### src/rtl/cmd_str_tx.sv
// Command-string transmitter: turns a snapshotted command and BCD time into a UART byte stream.
// Optional macro CMD_TX_QUEUE_EN adds a one-entry pending-command slot.
module cmd_str_tx #(
  parameter int GAP_CYC = 4
) (
  input  logic       clk,
  input  logic       rst,
  input  logic       go,
  input  logic [1:0] cmd_type,
  input  logic [3:0] Mtens,
  input  logic [3:0] Mones,
  input  logic [3:0] Stens,
  input  logic [3:0] Sones,
  input  logic       tx_busy,
  output logic       tx_data_rdy,
  output logic [7:0] tx_data,
  output logic       busy,
  output logic       done,
  output logic       err
);

  localparam int GW = (GAP_CYC > 1) ? $clog2(GAP_CYC) : 1;
  localparam logic [GW-1:0] GAP_LAST = GW'(GAP_CYC - 1);

  typedef enum logic [1:0] {IDLE, ISSUE, GAP, FIN} state_t;

  function automatic logic cmd_ok(input logic [1:0] t, input logic [15:0] d);
    case (t)
      2'd0, 2'd1: return (d[15:12] <= 4'd5) && (d[11:8] <= 4'd9) &&
                         (d[7:4] <= 4'd5) && (d[3:0] <= 4'd9);
      2'd2:       return 1'b1;
      default:    return 1'b0;
    endcase
  endfunction

  function automatic logic [7:0] byte_sel(input logic [1:0] t, input logic [15:0] d,
                                          input logic [2:0] idx);
    case (idx)
      3'd0: begin
        case (t)
          2'd0:    return 8'h6C;
          2'd1:    return 8'h61;
          2'd2:    return 8'h40;
          default: return 8'h00;
        endcase
      end
      3'd1:    return {4'h3, d[15:12]};
      3'd2:    return {4'h3, d[11:8]};
      3'd3:    return {4'h3, d[7:4]};
      3'd4:    return {4'h3, d[3:0]};
      3'd5:    return 8'h0D;
      default: return 8'h00;
    endcase
  endfunction

  state_t        state_q;
  logic [1:0]    type_q;
  logic [15:0]   dig_q;
  logic [2:0]    idx_q;
  logic [GW-1:0] gap_q;
  logic          tx_data_rdy_q, busy_q, done_q, err_q;
  logic [7:0]    tx_data_q;
`ifdef CMD_TX_QUEUE_EN
  logic          pend_valid_q;
  logic [1:0]    pend_type_q;
  logic [15:0]   pend_dig_q;
`endif

  logic [15:0] dig_in;
  logic        in_ok;
  logic        last_byte;

  assign dig_in    = {Mtens, Mones, Stens, Sones};
  assign in_ok     = cmd_ok(cmd_type, dig_in);
  assign last_byte = (type_q == 2'd2) ? 1'b1 : (idx_q == 3'd5);

  always_ff @(posedge clk or posedge rst) begin
    if (rst) begin
      state_q       <= IDLE;
      type_q        <= 2'd0;
      dig_q         <= 16'h0000;
      idx_q         <= 3'd0;
      gap_q         <= '0;
      tx_data_rdy_q <= 1'b0;
      tx_data_q     <= 8'h00;
      busy_q        <= 1'b0;
      done_q        <= 1'b0;
      err_q         <= 1'b0;
`ifdef CMD_TX_QUEUE_EN
      pend_valid_q  <= 1'b0;
      pend_type_q   <= 2'd0;
      pend_dig_q    <= 16'h0000;
`endif
    end else begin
      tx_data_rdy_q <= 1'b0;
      done_q        <= 1'b0;
      err_q         <= 1'b0;
      case (state_q)
        IDLE: begin
          if (go) begin
            if (in_ok) begin
              type_q  <= cmd_type;
              dig_q   <= dig_in;
              idx_q   <= 3'd0;
              busy_q  <= 1'b1;
              state_q <= ISSUE;
            end else begin
              err_q <= 1'b1;
            end
          end
        end
        ISSUE: begin
          if (!tx_busy) begin
            tx_data_rdy_q <= 1'b1;
            tx_data_q     <= byte_sel(type_q, dig_q, idx_q);
            gap_q         <= '0;
            // No inter-byte gap after the final byte so done follows the last strobe directly.
            state_q       <= last_byte ? FIN : GAP;
          end
        end
        GAP: begin
          if (gap_q == GAP_LAST) begin
            idx_q   <= idx_q + 3'd1;
            state_q <= ISSUE;
          end else begin
            gap_q <= gap_q + GW'(1);
          end
        end
        FIN: begin
          done_q <= 1'b1;
`ifdef CMD_TX_QUEUE_EN
          if (pend_valid_q) begin
            type_q       <= pend_type_q;
            dig_q        <= pend_dig_q;
            idx_q        <= 3'd0;
            pend_valid_q <= 1'b0;
            state_q      <= ISSUE;
          end else if (go && in_ok) begin
            type_q  <= cmd_type;
            dig_q   <= dig_in;
            idx_q   <= 3'd0;
            state_q <= ISSUE;
          end else begin
            busy_q  <= 1'b0;
            state_q <= IDLE;
          end
`else
          busy_q  <= 1'b0;
          state_q <= IDLE;
`endif
        end
        default: state_q <= IDLE;
      endcase
`ifdef CMD_TX_QUEUE_EN
      if (go && (state_q != IDLE)) begin
        if (!in_ok) begin
          err_q <= 1'b1;
        end else if (!pend_valid_q && (state_q != FIN)) begin
          pend_valid_q <= 1'b1;
          pend_type_q  <= cmd_type;
          pend_dig_q   <= dig_in;
        end
      end
`endif
    end
  end

  assign tx_data_rdy = tx_data_rdy_q;
  assign tx_data     = tx_data_q;
  assign busy        = busy_q;
  assign done        = done_q;
  assign err         = err_q;

endmodule

### config.mk
export PLATFORM = sky130hd
export DESIGN_NAME = cmd_str_tx
export DESIGN_NICKNAME = d
export VERILOG_FILES = /design/src/rtl/cmd_str_tx.sv
export SDC_FILE = /design/constraint.sdc
export NUM_CORES = 1
export LEC_CHECK = 0
export CORE_MARGIN = 4
export CORE_UTILIZATION = 51
export CTS_CLUSTER_DIAMETER = 120
export DETAILED_ROUTE_END_ITERATION = 10
export MAX_ROUTING_LAYER = met4
export PLACE_DENSITY = 0.86
export SKIP_CTS_REPAIR_TIMING = 1
export SLEW_MARGIN = 25
export SYNTH_ARGS = -nofsm -noshare
export SYNTH_HDL_FRONTEND = slang
export SYNTH_SLANG_ARGS = --single-unit
### constraint.sdc
create_clock -name clk -period 1.95 [get_ports clk]
set_input_delay 0.195 -clock clk [delete_from_list [all_inputs] [get_ports clk]]
set_output_delay 0.195 -clock clk [all_outputs]
set_load 0.02 [all_outputs]
== After elaboration in Yosys (flattened, before gate mapping) ==
Index checks and enable logic that the tools add are counted.

* Flip-flop bits (word level): 37
* Input bits: 22
* Output and inout bits: 12
* Word-level logic and storage cells: 78

* Add/subtract/negate cells: 2
* Order comparisons: 4
* Eq/ne operators: 18
* Multiplexer cells: 26
* Bitwise gates (word level): 1
* Reductions and logical operators: 17

{| class="wikitable"
|+ Operators by type and width
! operator !! number
|-
| case mux 8 bit (6 select lines) || 1
|-
| case mux 7 bit (3 select lines) || 1
|-
| two-way mux 2 bit || 6
|-
| equality test 2 bit (second input constant) || 5
|-
| two-way mux 1 bit || 10
|-
| inequality test 2 bit (second input constant) || 5
|-
| two-way mux 3 bit || 3
|-
| AND reduction 3 bit || 3
|-
| <= comparator 4 x 3 -> 1 bit (second input constant) || 2
|-
| <= comparator 4 bit (second input constant) || 2
|-
| case mux 2 bit (4 select lines) || 1
|-
| AND reduction 4 bit || 2
|-
| equality test 2 x 1 -> 1 bit (second input constant) || 3
|-
| equality test 3 x 2 -> 1 bit (second input constant) || 2
|-
| equality test 3 bit (second input constant) || 2
|-
| zero test 2 bit || 3
|-
| case mux 3 bit (2 select lines) || 1
|-
| nonzero test 2 bit || 3
|-
| case mux 1 bit (2 select lines) || 2
|-
| case mux 2 bit (2 select lines) || 1
|-
| adder 3 x 1 -> 3 bit (second input constant) || 1
|-
| equality test 3 x 1 -> 1 bit (second input constant) || 1
|-
| logical AND 1 bit || 3
|-
| zero test 3 bit || 1
|-
| other kinds (4) || 4
|}

== Longest topological paths before layout ==
* Depth after elaboration: 8
* Mapped depth: 7
* Depth with buffers taken out: 7

== Worst setup path after synthesis ==
Ideal clock, no wire load.

* Path type: register to register
* Start: register idx_q[2]
* End: register tx_data_q[0] (netlist: tx_data[0])
* Setup time: 0.121 ns
* Arrival: 1.521 ns
* Data required time: 1.829 ns
* Path slack: 0.308 ns
* Stages on the path, launching flop included: 7
* Clock period less this slack: 1.642 ns
* Cell sequence: dfrtp_1 -> clkbuf_1 -> inv_1 -> ha_1 -> nor4_1 -> nor2_2 -> a22o_1

* Longest elaborated chain between the ends: 2
* Elaborated cells on any way between the ends: 7
* Those cells by class: eq/ne (5); mux (1); reduce/logical (1)

{| class="wikitable"
|+ RTL lines
! item !! RTL line !! text
|-
| from (decl) || 59 || <nowiki>logic [2:0] idx_q;</nowiki>
|-
| from (signal assigned) || 123 || <nowiki>idx_q <= idx_q + 3'd1;</nowiki>
|-
| equality test 3 bit (tied with other cells) || 38 || <nowiki>case (idx)</nowiki>
|-
| case mux 8 bit (6 select lines) (*) || 38 ||
|-
| to (signal assigned) || 115 || <nowiki>tx_data_q <= byte_sel(type_q, dig_q, idx_q);</nowiki>
|-
| to (decl) || 62 || <nowiki>logic [7:0] tx_data_q;</nowiki>
|}

Every way passes the cells marked *; elsewhere a longest branch is shown, timed or not.
A chain may end at the register's enable or synchronous reset.

== Worst setup path in the final report ==
* Start: register idx_q[0]
* End: register tx_data_q[3] (netlist: tx_data[3])

The elaborated chain is that of the path after synthesis.

==> out/qor.yml <==
fin_tns_setup_ns: 0
cap_violations: 0
drtAntennaViolNets: 0
power_w: 0.002957
status: "complete, no violations"
postSynth.asyncResetShare: 1.000
avgSynthCellArea_sq_um: 11.15
netlist_area_sq_mm: 0.001750
final_cell_mix: "dfrtp_1 (36), clkdlybuf4s50_1 (32), nand2_1 (16), o21ai_0 (12), inv_1 (11)"
rsz0062_at_grt: "no"
core_area_sq_mm: 0.003337
layout.nets: 223
peakVddDrop_v: 0.0006977
clockRootBuffer: "clkbuf_4"
antenna_found_initial: 0
critical_path.top_delay_family: "simple AND/OR/NAND/NOR gates"
gp_congestion: 0.7801
grt_pass1_wl_mm: 6.803
rr_worst_depth: 6
cp_num_buf_inv: 0
synth_nets: 185
final_common_cell: "dfrtp_1"
die_x_um: 66.59
p_leak_nw: 1.010
fmax_mhz: 549.6
worstSetupPathType: "register to register"
fp-row-count: 21
cp-startpoint: "idx_q[0]$_DFFE_PP0P_"
drive_above_1_share: 0.1692
die_y_um: 66.59
arrival_ns: 2.06
synth_cells: 157
crit_path_end_kind: "register"
cp_slowest_stage_delay_ns: 0.44
initial_core_util: 0.5246
worst_setup_path_start_kind: "register"
cp_slowest_cell: "dfrtp_1"
worstPathMaxFanout: 7
die_area_sq_mm: 0.004434
wl_mm: 3.986
r2r_start: "idx_q[0]$_DFFE_PP0P_"
antenna-diode-count: 0
min_period_ns: 1.820
clock_latency_ns: 0.35
drtIter0Drc: 83
hold_class: "input pin to asynchronous set/reset pin"
finalClockSkew_ns: 0.01069
synth_cell_types: 45
avgRoutedWirePerCell_um: 16.54
r2r_slack_ns: 0.13
remaining_drc_errors: 0
cts_tree: "built"
ios: 34
syn_to_final_growth_pct: 24.59
crit_chain: "ha_1, ha_1, nor4_1, nor2_2, o21ai_0, nand2_1"
place_hpwl_mm: 3.044
place_ws_ns: 0.07353
synth_top_area_share: 0.5147
firstDrtPassIters: 4
synth_edf_count: 0
setup_ws_ns: 0.1303
yosys_warnings: 0
clock_path_buffers: 2
critPathCapture: "tx_data[3]$_DFFE_PP0P_"
grt_max_degree: 37
seq_area_frac_synth: 0.5147
vias: 1350
cts-buffers-inserted: 5
slew_viol_final: 0
hold_violations: 0
min_period_over_period: 0.9332
cts-htree-levels: 2
clkSinkCount: 36
synth_seq_cells: 36
path_clk_slew_ns: 0.10
required_ns: 2.19
vias_per_cell: 5.602
rr_endpoint: "tx_data[3]$_DFFE_PP0P_"
crit_top_cell: "ha_1"
synth_top_area_cell: "dfrtp_1"
grt_pass1_vias: 1466
setup_viol: 0
ys.flop_type: "dfrtp_1"
synth_area_leaders: "dfrtp_1 (51%), mux2_4 (6.9%), mux2_2 (5.1%)"
powerDensity_mw_per_mm2: 1356
port_buffers: 32
overflow: 0
grt_util_all_layers: 0.2130
cp.depth: 6
[layer usage]
layer / track usage / part of all wire
met1: 0.2342 / 0.40
met2: 0.3700 / 0.53
met3: 0.05734 / 0.059
met4: 0.07614 / 0.014
met5: - / 0
[worst reg2reg max path, delay by kind of cell (launching register included)]
family	cells	cell delay (ns)
adder cells (fa/ha/maj)	2	0.54
AO/OA/AOI/OAI	1	0.12
AND/OR/NAND/NOR	3	0.63
flip-flops	1	0.44
[stage by stage]
| step | hold slack, ns | util | cell area, sq um | cells |
|---|---|---|---|---|
| after CTS | 0.2609 | 0.6520 | 2176 | 241 |
| final | 0.2408 | 0.6535 | 2181 | 241 |
| after global routing | 0.2844 | 0.6535 | 2181 | 241 |
| after global placement | 0.4522 | 0.6382 | 2130 | 234 |
| after floorplan | 0.3435 | - | 1750 | 157 |
| after detailed placement | 0.4697 | 0.6382 | 2130 | 234 |
[Yosys cell counts (2+ instances only)]
master	number
and2_1	2
nand3_1	4
dfrtp_1	36
mux2_2	8
ha_1	6
a22o_1	2
nand2b_1	2
clkbuf_1	2
o21ai_0	12
nor3_1	2
inv_1	11
nor2_1	7
nand2_1	16
a22oi_1	2
mux2_4	8
a222oi_1	2
buf_2	2
a21oi_1	5
nor2b_1	2
[where the power goes]
part	switching [W]	internal (W)	leakage [nW]
Combinational	0.000634	0.000649	0.533
Sequential	0.000236	0.00106	0.449
Clock	0.000242	0.000133	0.0281
[worst min-delay path by stage]
stage | start | endpoint | slack, ns | cells past startpoint
finish | rst | tx_data_rdy$_DFF_PP0_ | 0.24 | 3
global route | rst | idx_q[2]$_DFFE_PP0P_ | 0.28 | 3
CTS | rst | tx_data_rdy$_DFF_PP0_ | 0.26 | 3
detailed placement | tx_data[6]$_DFFE_PP0P_ | tx_data[6]$_DFFE_PP0P_ | 0.47 | 1
global placement | tx_data[5]$_DFFE_PP0P_ | tx_data[5]$_DFFE_PP0P_ | 0.45 | 2
floorplan | Mones[2] | dig_q[10]$_DFFE_PP0P_ | 0.34 | 1
[logic make-up after synthesis]
kind of cell / synth area share
other cells: 0.002142
flops: 0.5147
xor+xnor: 0.005004
simple gates: 0.1222
compound gates: 0.1487
fa+ha+maj: 0.04289
mux: 0.1201
buf+inv: 0.04432
[flip-flops by register name, summed over array words and instances (netlist names)]
| name | count |
|---|---|
| busy | 1 |
| dig_q | 16 |
| done | 1 |
| err | 1 |
| gap_q | 2 |
| idx_q | 3 |
| state_q | 2 |
| tx_data | 7 |
| tx_data_rdy | 1 |
| type_q | 2 |
[final cells by class]
| type | count | area (sq um) |
|---|---|---|
| multi-input cells | 104 | 777.0 |
| clock buffers | 6 | 41.29 |
| repair buffers | 37 | 357.8 |
| fillers | 274 | 1156 |
| inverters | 11 | 41.29 |
| flip-flops and latches | 36 | 900.9 |
| well taps | 46 | 57.56 |
| clock inverters | 1 | 5.005 |
Note: power is estimated with default switching activity, not from simulation.
==> variant, RTL diff (config.mk and constraints unchanged) <==
Re-encode `state_t` (4 states) as Gray code, 2 bits wide.
--- a/src/rtl/cmd_str_tx.sv
+++ b/src/rtl/cmd_str_tx.sv
@@ -22,7 +22,7 @@
   localparam int GW = (GAP_CYC > 1) ? $clog2(GAP_CYC) : 1;
   localparam logic [GW-1:0] GAP_LAST = GW'(GAP_CYC - 1);
 
-  typedef enum logic [1:0] {IDLE, ISSUE, GAP, FIN} state_t;
+  typedef enum logic [1:0] {IDLE = 2'b00, ISSUE = 2'b01, GAP = 2'b11, FIN = 2'b10} state_t;
 
   function automatic logic cmd_ok(input logic [1:0] t, input logic [15:0] d);
     case (t)
Check against the original RTL: same outputs for any inputs over 10 cycles, from zero or initial values and one cycle with rst high; not proved beyond that.
==> variant against the original RTL <==
- die area fell by 1.9%
- cell area is 0.29% higher
- routed wire length down 4.2%
- synthesized area decreased by 2.1%
- setup slack improved by 0.12 ns
- critical path depth increased by 1
- total power decreased by 4.5%
- clock power up 18%
- sequential cell count unchanged
- combinational power fell by 13%
- count of clock-buffer cells in the layout grew 1
==> variant: results (changes against the original RTL) <==
outcome: completed
clock power share: 15.6% (+2.9 points)
flop-to-flop setup slack: 0.25 ns (+0.12 ns)
placed cells: 232 (-0.85%)
Reg-to-Reg Start: idx_q[0]
Synth top cells by count: 36 x dfrtp_1, 15 x nand2_1, 14 x o21ai_0
Worst Path Arrival: 1.99 ns (-0.07 ns)
PD cells: 1290 mW/mm^2 (-4.8%)
Fmax: 0.587 GHz (+6.8%)
worst hold slack: 0.245 ns (+0.00443 ns)
Synth area leaders: dfrtp_1 53%, mux2_4 6.1%, mux2_2 5.9%
first-pass GRT wire length: 6380 microns (-6.2%)
final wirelength: 3820 microns (-4.2%)
dpl cell area: 0.00212 sq mm (-0.35%)
fillers: 216 (-21%)
CTS max path bufs: 2 (unchanged)
Cell variety after synth: 36 (-20%)
Tot GR Track Use: 20.3% (-0.96 points)
crit-path max FO: 5 (-2)
nets: 223 (unchanged)
First DRT Iteration DRCs: 111 (+34%)
Switching Share: 34.9% (-2.7 points)
Max stage delay on crit path: 0.41 ns (-0.03 ns)
cells on worst reg2reg path: 7 (+1)
via count: 1327 (-1.7%)
Comb power: 0.00111 W (-13%)
mux share of post-synthesis cell area: 12.6% (+0.63 points)
vias per cell: 5.55 (-0.88%)
post-synth net total: 181 (-2.2%)
Compound-Gate Fraction of Synth Area: 14.2% (-0.70 points)
pre-CTS setup slack: -0.0425 ns (-0.116 ns)
Adder-Cell Fraction of Synth Area: 4.38% (+0.094 points)
layout cells sized above 1: 16.9% (unchanged)
Max IR drop VDD: 0.000730 V (+4.6%)
placer congestion estimate: 0.949 (+22%)
LEAKAGE: 1.00 nW (-0.94%)
Post-Synth XOR/XNOR Area: 0.511% (+0.011 points)
post-DP HPWL: 2860 microns (-5.9%)
worst-case clock skew: 0.00457 ns (-0.00612 ns)
synthesized instance count: 153 (-2.5%)
Seq/Total Area, Yosys: 52.6% (+1.1 points)
delay-heaviest family, CP: simple AND/OR/NAND/NOR gates
==> variant: cell types whose count changed after synthesis, sizes merged, moves of 2 or more <==
cell / change
and2: -2
buf: -2
nand2: -2
nand3: +2
==> variant: final cells by class <==
| type | instances | area (sq um) | area share (%) |
|---|---|---|---|
| inverters | 12 | 45.0 | 2.06 |
| repair buffers | 40 | 393 | 18.0 |
| clock buffers | 7 | 65.1 | 2.97 |
| well taps | 44 | 55.1 | 2.52 |
| multi-input cells | 100 | 728 | 33.3 |
| flip-flops and latches | 36 | 901 | 41.2 |
==> variant: per-layer routing <==
metal | vias up | share of wire, % | track usage, %
li1 | 629 | - | -
met1 | 642 | 41 | 23.8
met4 | 0 | 2.4 | 7.36
met5 | - | 0 | -
met3 | 10 | 5.3 | 6.29
met2 | 46 | 51 | 33.2
==> variant: worst min-delay path: stages <==
cell and delay (ns):
clkdlybuf4s50_1 0.40, inv_1 0.05, buf_4 0.39
